File: src/rtl/divsub_seq_if.sv
// Start/done request and result bundle for the divsub_seq iterative divider.
interface divsub_seq_if #(
  parameter int unsigned WIDTH = 8
);
  logic             start;
  logic [WIDTH-1:0] dividend;
  logic [WIDTH-1:0] divisor;
  logic             busy;
  logic             done;
  logic [WIDTH-1:0] quotient;
  logic [WIDTH-1:0] remainder;
  logic             div_by_zero;

  modport master (
    output start, dividend, divisor,
    input  busy, done, quotient, remainder, div_by_zero
  );

  modport slave (
    input  start, dividend, divisor,
    output busy, done, quotient, remainder, div_by_zero
  );
endinterface

File: src/rtl/divsub_seq.sv
// Iterative restoring divider: one trial subtraction (a + ~b + 1) per cycle.
// Define DIVSUB_SEQ_SIGNED_EN for two's-complement operands (adds a FIX cycle).
module divsub_seq #(
  parameter int unsigned WIDTH = 8
) (
  input  logic        clk,
  input  logic        rst,
  divsub_seq_if.slave bus
);

  localparam int unsigned CW = $clog2(WIDTH + 1);

`ifdef DIVSUB_SEQ_SIGNED_EN
  typedef enum logic [1:0] {IDLE = 2'd0, CALC = 2'd1, DONE = 2'd2, FIX = 2'd3} state_t;
`else
  typedef enum logic [1:0] {IDLE = 2'd0, CALC = 2'd1, DONE = 2'd2} state_t;
`endif

  state_t           state, state_nxt;
  logic [WIDTH-1:0] rem, rem_nxt;
  logic [WIDTH-1:0] q, q_nxt;
  logic [WIDTH-1:0] dvs, dvs_nxt;
  logic [CW-1:0]    count, count_nxt;
  logic             busy_r, busy_nxt;
  logic             done_r, done_nxt;
  logic [WIDTH-1:0] quot_r, quot_nxt;
  logic [WIDTH-1:0] rmd_r, rmd_nxt;
  logic             dz_r, dz_nxt;
`ifdef DIVSUB_SEQ_SIGNED_EN
  logic             sign_q, sign_q_nxt;
  logic             sign_r, sign_r_nxt;
`endif

  logic [WIDTH:0]   rem_sh;
  logic [WIDTH+1:0] trial;
  logic             borrow;

`ifdef DIVSUB_SEQ_SIGNED_EN
  function automatic logic [WIDTH-1:0] neg(input logic [WIDTH-1:0] v);
    return WIDTH'(~v + WIDTH'(1));
  endfunction

  function automatic logic [WIDTH-1:0] mag(input logic [WIDTH-1:0] v);
    return v[WIDTH-1] ? neg(v) : v;
  endfunction
`endif

  // Trial subtraction on the shifted partial remainder; the extra top bit is the borrow.
  always_comb begin
    rem_sh = {rem, q[WIDTH-1]};
    trial  = {1'b0, rem_sh} + ~(WIDTH+2)'(dvs) + (WIDTH+2)'(1);
    borrow = trial[WIDTH+1];
  end

  always_comb begin
    state_nxt = state;
    rem_nxt   = rem;
    q_nxt     = q;
    dvs_nxt   = dvs;
    count_nxt = count;
    busy_nxt  = 1'b0;
    done_nxt  = 1'b0;
    quot_nxt  = quot_r;
    rmd_nxt   = rmd_r;
    dz_nxt    = dz_r;
`ifdef DIVSUB_SEQ_SIGNED_EN
    sign_q_nxt = sign_q;
    sign_r_nxt = sign_r;
`endif

    case (state)
      IDLE: begin
        if (bus.start) begin
          if (bus.divisor == '0) begin
            state_nxt = DONE;
            done_nxt  = 1'b1;
            quot_nxt  = '1;
            rmd_nxt   = bus.dividend;
            dz_nxt    = 1'b1;
          end else begin
            state_nxt = CALC;
            busy_nxt  = 1'b1;
            rem_nxt   = '0;
            count_nxt = CW'(WIDTH);
`ifdef DIVSUB_SEQ_SIGNED_EN
            q_nxt      = mag(bus.dividend);
            dvs_nxt    = mag(bus.divisor);
            sign_q_nxt = bus.dividend[WIDTH-1] ^ bus.divisor[WIDTH-1];
            sign_r_nxt = bus.dividend[WIDTH-1];
`else
            q_nxt   = bus.dividend;
            dvs_nxt = bus.divisor;
`endif
          end
        end
      end

      CALC: begin
        // Keep the shifted remainder on borrow (restore), else take the difference.
        q_nxt     = {q[WIDTH-2:0], ~borrow};
        rem_nxt   = WIDTH'(borrow ? rem_sh : trial[WIDTH:0]);
        count_nxt = count - CW'(1);
        if (count == CW'(1)) begin
`ifdef DIVSUB_SEQ_SIGNED_EN
          state_nxt = FIX;
          busy_nxt  = 1'b1;
`else
          state_nxt = DONE;
          done_nxt  = 1'b1;
          quot_nxt  = q_nxt;
          rmd_nxt   = rem_nxt;
          dz_nxt    = 1'b0;
`endif
        end else begin
          busy_nxt = 1'b1;
        end
      end

`ifdef DIVSUB_SEQ_SIGNED_EN
      FIX: begin
        state_nxt = DONE;
        done_nxt  = 1'b1;
        quot_nxt  = sign_q ? neg(q) : q;
        rmd_nxt   = sign_r ? neg(rem) : rem;
        dz_nxt    = 1'b0;
      end
`endif

      DONE: begin
        state_nxt = IDLE;
      end

      default: begin
        state_nxt = IDLE;
      end
    endcase
  end

  always_ff @(posedge clk) begin
    if (rst) begin
      state  <= IDLE;
      rem    <= '0;
      q      <= '0;
      dvs    <= '0;
      count  <= '0;
      busy_r <= 1'b0;
      done_r <= 1'b0;
      quot_r <= '0;
      rmd_r  <= '0;
      dz_r   <= 1'b0;
`ifdef DIVSUB_SEQ_SIGNED_EN
      sign_q <= 1'b0;
      sign_r <= 1'b0;
`endif
    end else begin
      state  <= state_nxt;
      rem    <= rem_nxt;
      q      <= q_nxt;
      dvs    <= dvs_nxt;
      count  <= count_nxt;
      busy_r <= busy_nxt;
      done_r <= done_nxt;
      quot_r <= quot_nxt;
      rmd_r  <= rmd_nxt;
      dz_r   <= dz_nxt;
`ifdef DIVSUB_SEQ_SIGNED_EN
      sign_q <= sign_q_nxt;
      sign_r <= sign_r_nxt;
`endif
    end
  end

  assign bus.busy        = busy_r;
  assign bus.done        = done_r;
  assign bus.quotient    = quot_r;
  assign bus.remainder   = rmd_r;
  assign bus.div_by_zero = dz_r;

endmodule

File: src/flat_wrapper.sv
// flat-port wrapper written by rule: the top's interface ports become plain ports
module divsub_seq_flat 
#(
  parameter int unsigned WIDTH = 8
)
  (clk, rst, bus_start, bus_dividend, bus_divisor, bus_busy, bus_done, bus_quotient, bus_remainder, bus_div_by_zero);
  divsub_seq_if #(.WIDTH(WIDTH)) bus_i ();
  input  logic clk;
  input  logic rst;
  input wire logic [$bits(bus_i.start)-1:0] bus_start;
  input wire logic [$bits(bus_i.dividend)-1:0] bus_dividend;
  input wire logic [$bits(bus_i.divisor)-1:0] bus_divisor;
  output wire logic [$bits(bus_i.busy)-1:0] bus_busy;
  output wire logic [$bits(bus_i.done)-1:0] bus_done;
  output wire logic [$bits(bus_i.quotient)-1:0] bus_quotient;
  output wire logic [$bits(bus_i.remainder)-1:0] bus_remainder;
  output wire logic [$bits(bus_i.div_by_zero)-1:0] bus_div_by_zero;
  assign bus_i.start = bus_start;
  assign bus_i.dividend = bus_dividend;
  assign bus_i.divisor = bus_divisor;
  assign bus_busy = bus_i.busy;
  assign bus_done = bus_i.done;
  assign bus_quotient = bus_i.quotient;
  assign bus_remainder = bus_i.remainder;
  assign bus_div_by_zero = bus_i.div_by_zero;
  divsub_seq #(.WIDTH(WIDTH)) u_core (.clk(clk), .rst(rst), .bus(bus_i));
endmodule
File: config.mk
export PLATFORM = sky130hd
export DESIGN_NAME = divsub_seq_flat
export DESIGN_NICKNAME = d
export VERILOG_FILES = /design/src/rtl/divsub_seq_if.sv /design/src/rtl/divsub_seq.sv /design/src/flat_wrapper.sv
export SDC_FILE = /design/constraint.sdc
export NUM_CORES = 1
export LEC_CHECK = 0
export ABC_CLOCK_PERIOD_IN_PS = 2040
export CORE_MARGIN = 2
export CORE_UTILIZATION = 48
export CTS_CLUSTER_DIAMETER = 80
export DETAILED_ROUTE_END_ITERATION = 10
export PLACE_DENSITY = 0.78
export SLEW_MARGIN = 20
export SYNTH_ARGS = -nofsm -noshare
export SYNTH_HDL_FRONTEND = slang
export SYNTH_SLANG_ARGS = --single-unit
File: constraint.sdc
create_clock -name clk -period 2.04 [get_ports clk]
set_input_delay 0.408 -clock clk [delete_from_list [all_inputs] [get_ports clk]]
set_output_delay 0.408 -clock clk [all_outputs]
set_load 0.05 [all_outputs]
# Word-level counts from Yosys, hierarchy flattened
# Index checks and enable logic that the tools add are counted.
[op_classes] add_sub_neg=3 n_reduce_logical=7 mux=34 bitwise_logic=3 n_eq_ne=6
[op_table] cell="two-way mux 8 bit" count=11
[op_table] cell="case mux 8 bit (2 select lines)" count=4
[op_table] cell="adder 10 x 1 -> 10 bit, second input constant" count=1
[op_table] cell="adder 9 x 10 -> 10 bit" count=1
[op_table] cell="NOT 8 -> 10 bit" count=1
[op_table] cell="two-way mux 1 bit" count=9
[op_table] cell="logical NOT 8 bit" count=1
[op_table] cell="two-way mux 4 bit" count=2
[op_table] cell="case mux 4 bit (2 select lines)" count=1
[op_table] cell="two-way mux 2 bit" count=3
[op_table] cell="case mux 1 bit (2 select lines)" count=3
[op_table] cell="AND reduction 3 bit" count=2
[op_table] cell="== test 4 x 1 -> 1 bit, second input constant" count=1
[op_table] cell="!= test 2 x 1 -> 1 bit, second input constant" count=2
[op_table] cell="!= test 2 bit, second input constant" count=2
[op_table] cell="case mux 2 bit (2 select lines)" count=1
[op_table] cell="AND reduction 4 bit" count=1
[op_table] cell="subtractor 4 x 1 -> 4 bit, second input constant" count=1
[op_table] cell="== test 2 x 1 -> 1 bit, second input constant" count=1
[op_table] cell="logical NOT 2 bit" count=1
[op_table] cell="NOT 1 bit" count=2
[op_table] cell="AND reduction 2 bit" count=1
[op_table] cell="nonzero test 2 bit" count=1
[word_totals] input_bits=19 reg_bits=49

# Longest topological paths before layout
[logic_depth] ltp_word=6 depth_mapped=9 ltp_nobuf=9

# Least setup slack after synthesis
# OpenSTA, ideal clock, no wires.
[synth_path] path_type="reg2reg" from="register u_core.q[7]" to="register u_core.rmd_r[6] (netlist: u_core.bus.remainder[6])" n_path_buf=0 arrival_time_ps=1926 setup_time_ps=70 path_stages_with_launch=10 path_slack_ps=44 path_cell_list="dfxtp_1 > inv_1 > ha_1 > inv_1 > fa_1 > a211o_1 > a2111o_1 > o311ai_0 > mux2i_1 > a21oi_1"
[synth_between] elab_chain_cells=5
[synth_lines] item="from (decl)" line="divsub_seq.sv:21" rtl="logic [WIDTH-1:0] q, q_nxt;"
[synth_lines] item="from (signal assigned)" line="divsub_seq.sv:158" rtl="q <= q_nxt;"
[synth_lines] item="adder 9 x 10 -> 10 bit" line="divsub_seq.sv:51" rtl="trial = {1'b0, rem_sh} + ~(WIDTH+2)'(dvs) + (WIDTH+2)'(1);"
[synth_lines] item="adder 10 x 1 -> 10 bit" line="divsub_seq.sv:51"
[synth_lines] item="two-way mux 8 bit" line="divsub_seq.sv:101" rtl="rem_nxt = WIDTH'(borrow ? rem_sh : trial[WIDTH:0]);"
[synth_lines] item="two-way mux 8 bit" line="divsub_seq.sv:103" rtl="if (count == CW'(1)) begin"
[synth_lines] item="case mux 8 bit (2 select lines)" line="divsub_seq.sv:71" rtl="case (state)"
[synth_lines] item="to (signal assigned)" line="divsub_seq.sv:164" rtl="rmd_r <= rmd_nxt;"
[synth_lines] item="to (decl)" line="divsub_seq.sv:27" rtl="logic [WIDTH-1:0] rmd_r, rmd_nxt;"
# Every way passes these cells. The select of a mux whose other input is x is not followed.
# A chain may end at the register's enable or synchronous reset.

# Worst setup path in the final report
# Same ends and word-level chain as after synthesis.

==> metrics.yaml <==
synthesis:
  synth_top_area_frac: 0.3984
  synth_seq_area_share: 0.3984
  yosysWarnings: 0
  yosys_most_used_dff: "dfxtp_1"
  ys_types: 55
  synth-edff-count: 0
  async_flop_share: 0
  yosys-top-cells-count: "49 x dfxtp_1, 33 x nor2_1, 26 x nand2_1"
  synth-seq-cells: 49
  syn_area_um2: 2462
  synth_most_common_cell: "dfxtp_1"
  synth_area_leaders: "dfxtp_1 40%, ha_1 5.1%, nor2_1 5.0%, mux2i_1 4.5%, a21oi_1 4.1%"
  syn_nets: 308
  syn_area_per_cell_um2: 8.857
  syn_inst: 278
  netlist.top_cell.by_area: "dfxtp_1"
clock_tree:
  cts_tree: "done"
  clk_pin_slew_ns: 0.10
  root_buffer: "clkbuf_8"
  clock-sinks: 49
  cts_buffers: 5
  htreeDepth: 2
  clk_path_buf_depth: 2
  clock_latency_ns: 0.31
critical_path:
  setup.worst_path.end_class: "flop"
  crit_fanout: 3
  cp_slowest_cell: "dfxtp_2"
  path_cells: "inv_2 -> ha_4 -> inv_2 -> fa_2 -> a211o_1 -> buf_4 -> a21oi_1 -> o311ai_2 -> mux2i_2 -> a21oi_1"
  worst_ep_arrival_time_ns: 2.19
  slowest_delay_ns: 0.34
  critical_path_class: "reg2reg"
  crit_path_start_kind: "flop"
  critical_path_required_ns: 2.23
timing:
  finalHoldViolCount: 0
  finalMaxSlewViolations: 0
  rsz0062_at_grt: "yes"
  worst_slack_ns: 0.04534
  finClkSkew_ns: 0.008547
  worst_pin_slew_ns: 0.5071
  period_needed_ns: 1.995
  fmax_ghz: 0.5013
  slew_headroom: 0.6609
  period_share: 0.9778
  setup_viol: 0
place:
  preCtsSetupSlack_ns: -0.1630
  post_dp_cell_area_um2: 3072
  io_buffers: 37
  gp_congestion: 0.8359
  dp.cells: 401
  dp_hpwl_um: 4749
drt:
  dr.pass1.iters: 4
  wirelength_um: 6545
  wl_met3_um: 324
  wl_met1_um: 2906
  wl_per_cell_um: 15.89
  final_antenna_net_count: 0
  drtIter0Drc: 131
  vias: 2317
  highest-signal-layer: "met4"
  drc: 0
  route.met2.wl_um: 3257
  vias_per_cell: 5.624
grt:
  grt_pass1_vias: 2157
  grt_overflow_total: 0
  grt_usage: 0.2333
  grt_antenna_before_repair: 0
  grt_pass1_wl_um: 10010
  grt_max_degree: 23
hold_path:
  min_path_type: "reg2reg"
final_layout:
  final_area_um2: 3304
  final_cells: 412
  n_antenna_cell: 0
  fin_nets: 371
  final_util: 0.6553
  syn_to_final_growth_pct: 34.20
  drive_gt1_frac: 0.2368
floorplanning:
  die_w_um: 75.63
  row_count: 26
  start_util: 0.4883
  ios: 38
  die_area_um2: 5719
  die-height_um: 75.63
  core_um2: 5042
pwr:
  power.leakage_nw: 1.301
  peakVddDrop_mv: 0.5458
  powerDensity_nw_per_um2: 860.6
status:
  outcome: "complete, no violations"
flow_run:
  maxCapViolations: 0
through the flow:
stage	TNS (ns)	total power [mW]	hold slack, ns
2_1_floorplan	0	1.786	0.4367
3_3_place_gp	-1.603	2.091	0.4470
3_5_place_dp	-2.842	2.113	0.4522
4_1_cts	0	2.742	0.4659
5_1_grt	-0.1200	2.978	0.5046
6_report	0	2.844	0.4654
critical path: cells and delay by family (launching register included):
kind                       cells  cell delay (ns)
DFF                            1             0.34
buffers and inverters          3             0.24
adders and majority gates      2             0.46
muxes                          1             0.20
AOI/OAI and AO/OA              4             0.65
routing by layer:
layer  vias to the layer above  global-route usage
met5                         -                   0
met4                         0             0.06043
met3                         7             0.03704
met2                        62              0.3971
met1                      1108              0.3095
li1                       1140                   -
cells by family (layout without fill, tap and decap cells):
kind of cell,count (synthesis),in the layout,share of synthesized area
flip-flops,49,49,0.3984
XOR/XNOR,3,3,0.01067
multiplexers,11,11,0.04472
adder cells (fa/ha/maj),11,11,0.05894
AND/OR/NAND/NOR,87,87,0.1656
AO/OA/AOI/OAI,86,86,0.2622
buffers and inverters,31,95,0.05945
state kept, by name, summed over array words and instances (netlist names):
register                cells
u_core.bus.quotient         8
u_core.bus.remainder        8
u_core.dvs                  8
u_core.q                    8
u_core.rem                  8
u_core.count                4
u_core.state                2
u_core.bus.busy             1
u_core.bus.div_by_zero      1
u_core.bus.done             1
report_power, final:
| group | internal (mW) | switching [mW] |
|---|---|---|
| Combinational | 0.512 | 0.599 |
| Sequential | 1.05 | 0.0751 |
| Clock | 0.251 | 0.360 |
timing repair:
| action | CTS | global route |
|---|---|---|
| buffers inserted | 0 | 3 |
| endpoints found under the setup margin | 10 | 16 |
| pin swaps | 1 | 7 |
| gates resized for setup | 5 | 25 |
| hold buffers | 0 | 0 |
path summary, 6_finish.rpt:
| path | start | depth (start not counted) | end | slack, ns |
|---|---|---|---|---|
| setup reg to reg | u_core.q[7] | 10 | u_core.bus.remainder[6] | 0.05 |
| hold / removal | u_core.rem[7] | 2 | u_core.rem[7] | 0.47 |
| setup / recovery | u_core.q[7] | 10 | u_core.bus.remainder[6] | 0.05 |
| hold reg to reg | u_core.rem[7] | 2 | u_core.rem[7] | 0.47 |
layout by cell type, fill, tap and decap left out, types with 5 or more instances in the layout:
cell             count
dfxtp_1             43
o211ai_1             5
clkbuf_8             5
ha_4                 5
o21ai_0              6
a31oi_1              5
nor2_1              32
mux2i_1              9
dfxtp_2              6
inv_1               15
ha_1                 5
a21oi_1             19
buf_4               30
a311oi_1             8
clkdlybuf4s50_1     37
o221a_2              8
nand2_1             26
layout make-up:
class                      count  area (um2)
sequential                    49       988.4
inverter                      18       67.56
tap                           70       87.58
clock buffer                   5       68.82
timing repair buffer          69       626.9
multi-input combinational    198        1440
fill                         421        1738
clock inverter                 3       25.02
(Power assumes the default switching activity.)
